[config.mk]
export PLATFORM = sky130hd
export DESIGN_NAME = uart_rx_axis_flat
export DESIGN_NICKNAME = d
export VERILOG_FILES = /design/src/rtl/uart_rx_axis_if.sv /design/src/rtl/uart_rx_axis.sv /design/src/flat_wrapper.sv
export SDC_FILE = /design/constraint.sdc
export NUM_CORES = 1
export LEC_CHECK = 0
export ABC_AREA = 1
export CORE_MARGIN = 2
export CORE_UTILIZATION = 35
export DETAILED_ROUTE_END_ITERATION = 16
export GPL_TIMING_DRIVEN = 0
export PLACE_DENSITY = 0.65
export SYNTH_ARGS = -nofsm -noshare
export SYNTH_HDL_FRONTEND = slang
export SYNTH_SLANG_ARGS = --single-unit
[constraint.sdc]
create_clock -name clk -period 1.45 [get_ports clk]
set_input_delay 0.29 -clock clk [delete_from_list [all_inputs] [get_ports clk]]
set_output_delay 0.29 -clock clk [all_outputs]
set_load 0.005 [all_outputs]
[src/rtl/uart_rx_axis_if.sv]
// Byte stream bundle between the UART receiver and its consumer.
// Latency: none, wires only.
// Backpressure: tready from the slave side qualifies tvalid from the master side.
// Signals: tdata (8-bit byte), tvalid (byte available), tready (consumer accepts).
interface uart_rx_axis_if;
  logic [7:0] tdata;
  logic       tvalid;
  logic       tready;

  modport master (output tdata, output tvalid, input tready);
  modport slave  (input tdata, input tvalid, output tready);
endinterface

[src/rtl/uart_rx_axis.sv]
// UART 8N1 receiver (LSB first) feeding a single-entry stream holding register.
// Latency: rxd falling edge to m.tvalid = 2 + CLK_DIV/2 + 9*CLK_DIV + 1 cycles.
// Backpressure: one byte held; a byte completing while the held one is unaccepted overwrites it and pulses rx_overrun_error.
// Ports: clk, rstn (sync, active-low), rxd (async serial in, idle high),
//        m (stream master: tdata/tvalid/tready), rx_busy (frame in progress),
//        rx_overrun_error / rx_frame_error (one-cycle status pulses).
module uart_rx_axis #(
  parameter int CLK_DIV = 868
) (
  input  logic           clk,
  input  logic           rstn,
  input  logic           rxd,
  uart_rx_axis_if.master m,
  output logic           rx_busy,
  output logic           rx_overrun_error,
  output logic           rx_frame_error
);

  localparam int CW = $clog2(CLK_DIV);
  localparam logic [CW-1:0] HALF_LOAD = CW'(CLK_DIV / 2 - 1);
  localparam logic [CW-1:0] FULL_LOAD = CW'(CLK_DIV - 1);

  typedef enum logic [1:0] {IDLE, START, DATA, STOP} state_t;

  state_t        state, state_nxt;
  logic [CW-1:0] cnt, cnt_nxt;
  logic [2:0]    bit_idx, bit_idx_nxt;
  logic [7:0]    shreg, shreg_nxt;
  logic          rxd_m, rxd_s;
  logic          tick;
  logic          byte_done;
  logic          frame_bad;

  assign tick    = (cnt == '0);
  assign rx_busy = (state != IDLE);

  always_comb begin
    state_nxt   = state;
    cnt_nxt     = cnt;
    bit_idx_nxt = bit_idx;
    shreg_nxt   = shreg;
    byte_done   = 1'b0;
    frame_bad   = 1'b0;
    case (state)
      IDLE: begin
        if (!rxd_s) begin
          // Half-bit load puts every later sample in the middle of its bit.
          cnt_nxt     = HALF_LOAD;
          bit_idx_nxt = '0;
          state_nxt   = START;
        end
      end
      START: begin
        if (tick) begin
          if (!rxd_s) begin
            cnt_nxt   = FULL_LOAD;
            state_nxt = DATA;
          end else begin
            // Line went back high before mid start bit: treat as a glitch.
            state_nxt = IDLE;
          end
        end else begin
          cnt_nxt = cnt - 1'b1;
        end
      end
      DATA: begin
        if (tick) begin
          // Line is LSB first, so shifting in at the MSB leaves bit 0 at the bottom after 8 bits.
          shreg_nxt   = {rxd_s, shreg[7:1]};
          cnt_nxt     = FULL_LOAD;
          bit_idx_nxt = bit_idx + 1'b1;
          if (bit_idx == 3'd7) begin
            state_nxt = STOP;
          end
        end else begin
          cnt_nxt = cnt - 1'b1;
        end
      end
      STOP: begin
        if (tick) begin
          // Leave mid stop bit so a back-to-back start edge is not missed.
          state_nxt = IDLE;
          if (rxd_s) begin
            byte_done = 1'b1;
          end else begin
            frame_bad = 1'b1;
          end
        end else begin
          cnt_nxt = cnt - 1'b1;
        end
      end
      default: state_nxt = IDLE;
    endcase
  end

  always_ff @(posedge clk) begin
    if (!rstn) begin
      rxd_m            <= 1'b1;
      rxd_s            <= 1'b1;
      state            <= IDLE;
      cnt              <= '0;
      bit_idx          <= '0;
      shreg            <= '0;
      m.tdata          <= '0;
      m.tvalid         <= 1'b0;
      rx_overrun_error <= 1'b0;
      rx_frame_error   <= 1'b0;
    end else begin
      rxd_m            <= rxd;
      rxd_s            <= rxd_m;
      state            <= state_nxt;
      cnt              <= cnt_nxt;
      bit_idx          <= bit_idx_nxt;
      shreg            <= shreg_nxt;
      rx_frame_error   <= frame_bad;
      // A handshake in the completion cycle frees the slot, so only a stalled consumer overruns.
      rx_overrun_error <= byte_done && m.tvalid && !m.tready;
      if (byte_done) begin
        m.tdata  <= shreg;
        m.tvalid <= 1'b1;
      end else if (m.tvalid && m.tready) begin
        m.tvalid <= 1'b0;
      end
    end
  end

endmodule

[src/flat_wrapper.sv]
// flat-port wrapper written by rule: the top's interface ports become plain ports
module uart_rx_axis_flat 
#(
  parameter int CLK_DIV = 868
)
  (clk, rstn, rxd, rx_busy, rx_overrun_error, rx_frame_error, m_tdata, m_tvalid, m_tready);
  uart_rx_axis_if m_i ();
  input  logic clk;
  input  logic rstn;
  input  logic rxd;
  output logic rx_busy;
  output logic rx_overrun_error;
  output logic rx_frame_error;
  output wire logic [$bits(m_i.tdata)-1:0] m_tdata;
  output wire logic [$bits(m_i.tvalid)-1:0] m_tvalid;
  input wire logic [$bits(m_i.tready)-1:0] m_tready;
  assign m_tdata = m_i.tdata;
  assign m_tvalid = m_i.tvalid;
  assign m_i.tready = m_tready;
  uart_rx_axis #(.CLK_DIV(CLK_DIV)) u_core (.clk(clk), .rstn(rstn), .rxd(rxd), .m(m_i), .rx_busy(rx_busy), .rx_overrun_error(rx_overrun_error), .rx_frame_error(rx_frame_error));
endmodule
# --- After elaboration in Yosys (flattened, before gate mapping) ---
# Index checks and enable logic that the tools add are counted.
totals:
  reg_bits: 36
  in_bits: 4
  out_inout_bits: 12
  word_cells: 59
classes:
  n_addsub: 2
  eq_ne: 11
  n_mux: 22
  reduce_logical: 14
op_table:
  columns: ["operator", "n"]
  rows:
  - ["$mux 10", 5]
  - ["$pmux 10 s4", 1]
  - ["$mux 2", 6]
  - ["$logic_not 10->1", 1]
  - ["$sub 10x1->10 const B", 1]
  - ["$reduce_and 3->1", 3]
  - ["$ne 2x1->1 const B", 4]
  - ["$pmux 2 s4", 1]
  - ["$mux 1", 6]
  - ["$mux 3", 2]
  - ["$pmux 3 s2", 1]
  - ["$reduce_bool 2->1", 3]
  - ["$reduce_and 5->1", 1]
  - ["$eq 2x2->1 const B", 2]
  - ["$ne 2x2->1 const B", 2]
  - ["$add 3x1->3 const B", 1]
  - ["$eq 3x3->1 const B", 1]
  - ["$logic_and 1x1->1", 3]
  - ["$ne 3x3->1 const B", 1]
  - ["$eq 2x1->1 const B", 1]
  - ["$logic_not 2->1", 1]
  - ["$reduce_and 2->1", 1]
  - ["$logic_not 1->1", 1]

# --- Longest topological paths before layout ---
logic_depth:
  word_depth: 5
  mapped_depth: 12
  mapped_depth_nobuf: 11

# --- Worst setup path after synthesis ---
# Ideal clock, no wire load.
synth_path:
  path_kind: "reg-to-reg"
  start: "register u_core.state[0]"
  end: "register u_core.cnt[9]"
  setup_ns: 0.071
  t_arrival_ns: 1.424
  t_required_ns: 1.379
  setup_slack_ns: -0.046
  stages_incl_launch_ff: 9
  path_buffers: 0
  synth_period_minus_slack_ns: 1.496
  path_cell_list: "dfxtp_1 > ha_1 > inv_1 > o21ai_0 > nand3_1 > nand2_2 > nor2_1 > nand3_1 > a21oi_1"
synth_between:
  elab_chain_len: 3
  word_cells_on_any_way: 9
  cone_classes: "eq/ne (6); mux (1); reduce/logical (2)"
synth_lines:
  columns: ["item", "line", "text"]
  rows:
  - ["start: declaration", "uart_rx_axis.sv:25", "state_t state, state_nxt;"]
  - ["start signal: assignment", "uart_rx_axis.sv:111", "state <= state_nxt;"]
  - ["$eq 2x1->1, or another cell as far along", "uart_rx_axis.sv:44", "case (state)"]
  - ["$ne 3x3->1 (no line) / $ne 2x2->1 (equally long branches)", null, null]
  - ["$reduce_and 3->1 (no line)", null, null]
  - ["end signal: assignment", "uart_rx_axis.sv:112", "cnt <= cnt_nxt;"]
  - ["end: declaration", "uart_rx_axis.sv:26", "logic [CW-1:0] cnt, cnt_nxt;"]
# Several ways; a longest one is shown, not always the timed one.
# A chain may end at the register's enable or synchronous reset.

# --- Final worst setup path ---
layout_path:
  start: "register u_core.cnt[0]"
  end: "register u_core.m.tdata[0]"
layout_between:
  elab_chain_len: 3
layout_lines:
  columns: ["item", "line", "text"]
  rows:
  - ["$logic_not 10->1", "uart_rx_axis.sv:34", "assign tick = (cnt == '0);"]
  - ["$mux 1", "uart_rx_axis.sv:80", "if (tick) begin"]
  - ["$mux 1", "uart_rx_axis.sv:44", null]
  - ["end signal: assignment", "uart_rx_axis.sv:119", "m.tdata <= shreg;"]
  - ["end: declaration", "uart_rx_axis_if.sv:10", "modport master (output tdata, output tvalid, input tready);"]
# No other way between the ends.

==> reports/qor.csv <==
metric,value,unit
status,"finished, violations left",
failing checks,setup timing,
Worst-Margin Slew,0.3953,ns
f_max,621.9,MHz
Mapped Cells,231,
vias post-DR,1646,
Post-Synth XOR/XNOR Area,0.9943,%
Mean Syn Cell Area,7.626,um2
start of the worst register-to-register path,u_core.cnt[0],
GR Overflow Total,0,
pwr dens,1956,mW/mm2
worst vdd ir,830.0,uV
Netlist Area Pre-Place,0.001762,mm2
GRT Resource Usage Total,15.97,%
Synth area leader,dfxtp_1,
die span in y,74.95,um
Synth top area share,40.91,%
clock transition at the registers of the reported paths,0.08,ns
die area,0.005617,mm2
Initial DRC Count,61,
Synth Area in Adders,6.392,%
first-pass GRT wire length,6637,um
initial core utilization,36.81,%
CTS buffer count,5,
syn nets,244,
CP Launch Type,flop,
synth warn,0,
Slew headroom,73.55,%
Avg WL per Cell,13.24,um
ANT nets after route,0,
fraction of layout cells with a size suffix above 1,44.20,%
"top cells by area, synth","dfxtp_1 41%, nand2_1 7.5%, ha_1 6.4%",
Post-Synth Simple-Gate Area,24.57,%
fin crit share,110.9,%
hpwl dp,2489,um
H-tree depth,2,
vias in the first global route,1443,
CTS tree,yes,
max cap viols,0,
first drt pass iteration count,6,
largest family of logic cells by synthesized area,simple AND/OR/NAND/NOR gates,
"Min Clock Period, post-route",1.608,ns
Core Area,0.004786,mm2
Final setup viols,33,
Hold Path Cell Cnt,1,
initial antenna violation count,0,
drt drc,0,
worst hold endpoint,u_core.rxd_s,
cell count after placement,313,
Final Hold Vio Count,0,
clk_skew,0.007191,ns
Worst-Skew Late Latency,0.29,ns
Static Leak,1.132,nW
CTS root buf,clkbuf_8,
unique cell type count in the Yosys netlist,29,
Boundary Pins,16,
crit-path max FO,5,
most frequent cells in the layout,"30 x nand2_1, 27 x dfxtp_1, 23 x inv_1",
Arrival @ worst endpoint,1.82,ns
register bit count reported by yosys,36,
"commonest non-fill, non-tap cell in the layout",nand2_1,
RSZ-0062 raised after global routing,true,
"setup slack, reg-to-reg",-0.16,ns
Setup CP Type,reg2reg,
max-slew violations,0,
largest net degree at the start of global routing,13,
Worst EP required,1.67,ns
Final Non-Filler Cells,343,
post-route setup slack,-0.1579,ns
Antenna Diode Count,0,
WHS,0.4209,ns
port bufs,15,
die width,74.95,um
worst r2r path cells,9,
post-synthesis mux area share,0,%
final WL,4542,um
RR Endpoint,u_core.m.tdata[0],
register area share after synthesis,40.91,%
CP Capture Type,flop,
Util after Layout,55.22,%
Layout area overhead,50.00,%
Rows,25,
clock buffer depth,2,
HP Class,reg2reg,
Compound-Gate Fraction of Synth Area,17.26,%
clock sink count,36,
Nets,288,
layout filler cell count,415,
hold_sp,u_core.rxd_m,
Final GP Congestion,0.7949,
post-DR vias/cell,4.799,
routing by layer:
metal	vias up	wire [um]	global-route usage, %	part of all wire, %
met1	755	1917	20.27	42
met3	11	156	3.882	3.4
met5	-	0	0	0
met4	0	126	6.944	2.8
li1	834	-	-	-
met2	46	2341	25.83	52
flip-flops by register name (all words and copies together) (netlist names), named ones only:
| signal | flops |
|---|---|
| u_core.rx_overrun_error | 1 |
| u_core.bit_idx | 3 |
| u_core.shreg | 8 |
| u_core.cnt | 10 |
| u_core.m.tvalid | 1 |
| u_core.state | 1 |
| u_core.rx_frame_error | 1 |
| u_core.m.tdata | 8 |
| u_core.rxd_m | 1 |
| u_core.rxd_s | 1 |
worst max-delay path: stages (launching register included):
cell and delay [ns]:
dfxtp_2 0.34, inv_2 0.08, ha_4 0.14, nand2_4 0.05, nor2_4 0.16, nand2_4 0.10, nor3_4 0.30, buf_6 0.18
o21ai_2 0.05, a21oi_1 0.12
worst max path at each step:
stage                    startpoint                end  depth (start not counted)
CTS                   u_core.cnt[3]  u_core.m.tdata[7]                          8
floorplan           u_core.state[0]      u_core.cnt[0]                          9
global route          u_core.cnt[0]               flop                         12
detailed placement             rstn    u_core.shreg[0]                          4
global placement               rstn    u_core.shreg[0]                          4
finish                u_core.cnt[0]  u_core.m.tdata[0]                          9
what timing repair did:
item                                    4_1_cts  5_1_grt
hold buffers                                  0        0
pin swaps                                    11       14
gates cloned                                  2        1
endpoints found under the setup margin       34       40
endpoints found under the hold margin         0        0
resized for setup                            44       72
buffers inserted                             13        6
power by group:
| part | total, mW | internal (mW) | switching, mW |
|---|---|---|---|
| sequential | 1.31 | 1.16 | 0.156 |
| combinational | 2.96 | 1.28 | 1.69 |
| clock | 0.890 | 0.509 | 0.382 |
| total | 5.17 | 2.94 | 2.23 |
synthesized netlist by cell type, drive strengths merged:
cell and count:
a22oi 1, nand3 10, a21oi 21, or2 3
nor3 3, o211ai 1, ha 9, inv 34
dfxtp 36, a211oi 8, xor2 2, o21ai 21
nor2 35, buf 4, nor4 1, clkbuf 1
clkinv 1, nand2 39, nand4 1
metrics by stage:
step	worst slack, ns	TNS [ns]	area [um2]	total power [mW]
after global routing	-0.2368	-6.291	2643	5.489
after detailed placement	-0.5471	-8.381	1998	3.042
after CTS	-0.08891	-1.151	2310	4.334
after global placement	-0.4850	-8.098	1998	3.028
after floorplan	0.003224	0	1764	2.704
final	-0.1579	-3.906	2643	5.169
cell families after synthesis:
group,count (synthesis)
simple gates,92
buf+inv,40
compound gates,52
fa+ha+maj,9
xor+xnor,2
flops,36
layout make-up:
cell class	count	area (um2)	share of cell area, %
clock buffer	5	68.82	2.604
buffer	5	47.55	1.799
inverter	35	152.6	5.777
sequential	36	737.0	27.89
clock inverter	3	42.54	1.610
multi-input combinational	155	1145	43.32
timing repair buffer	37	365.4	13.83
tap	67	83.83	3.172
Power figures use the tool's default switching activity.
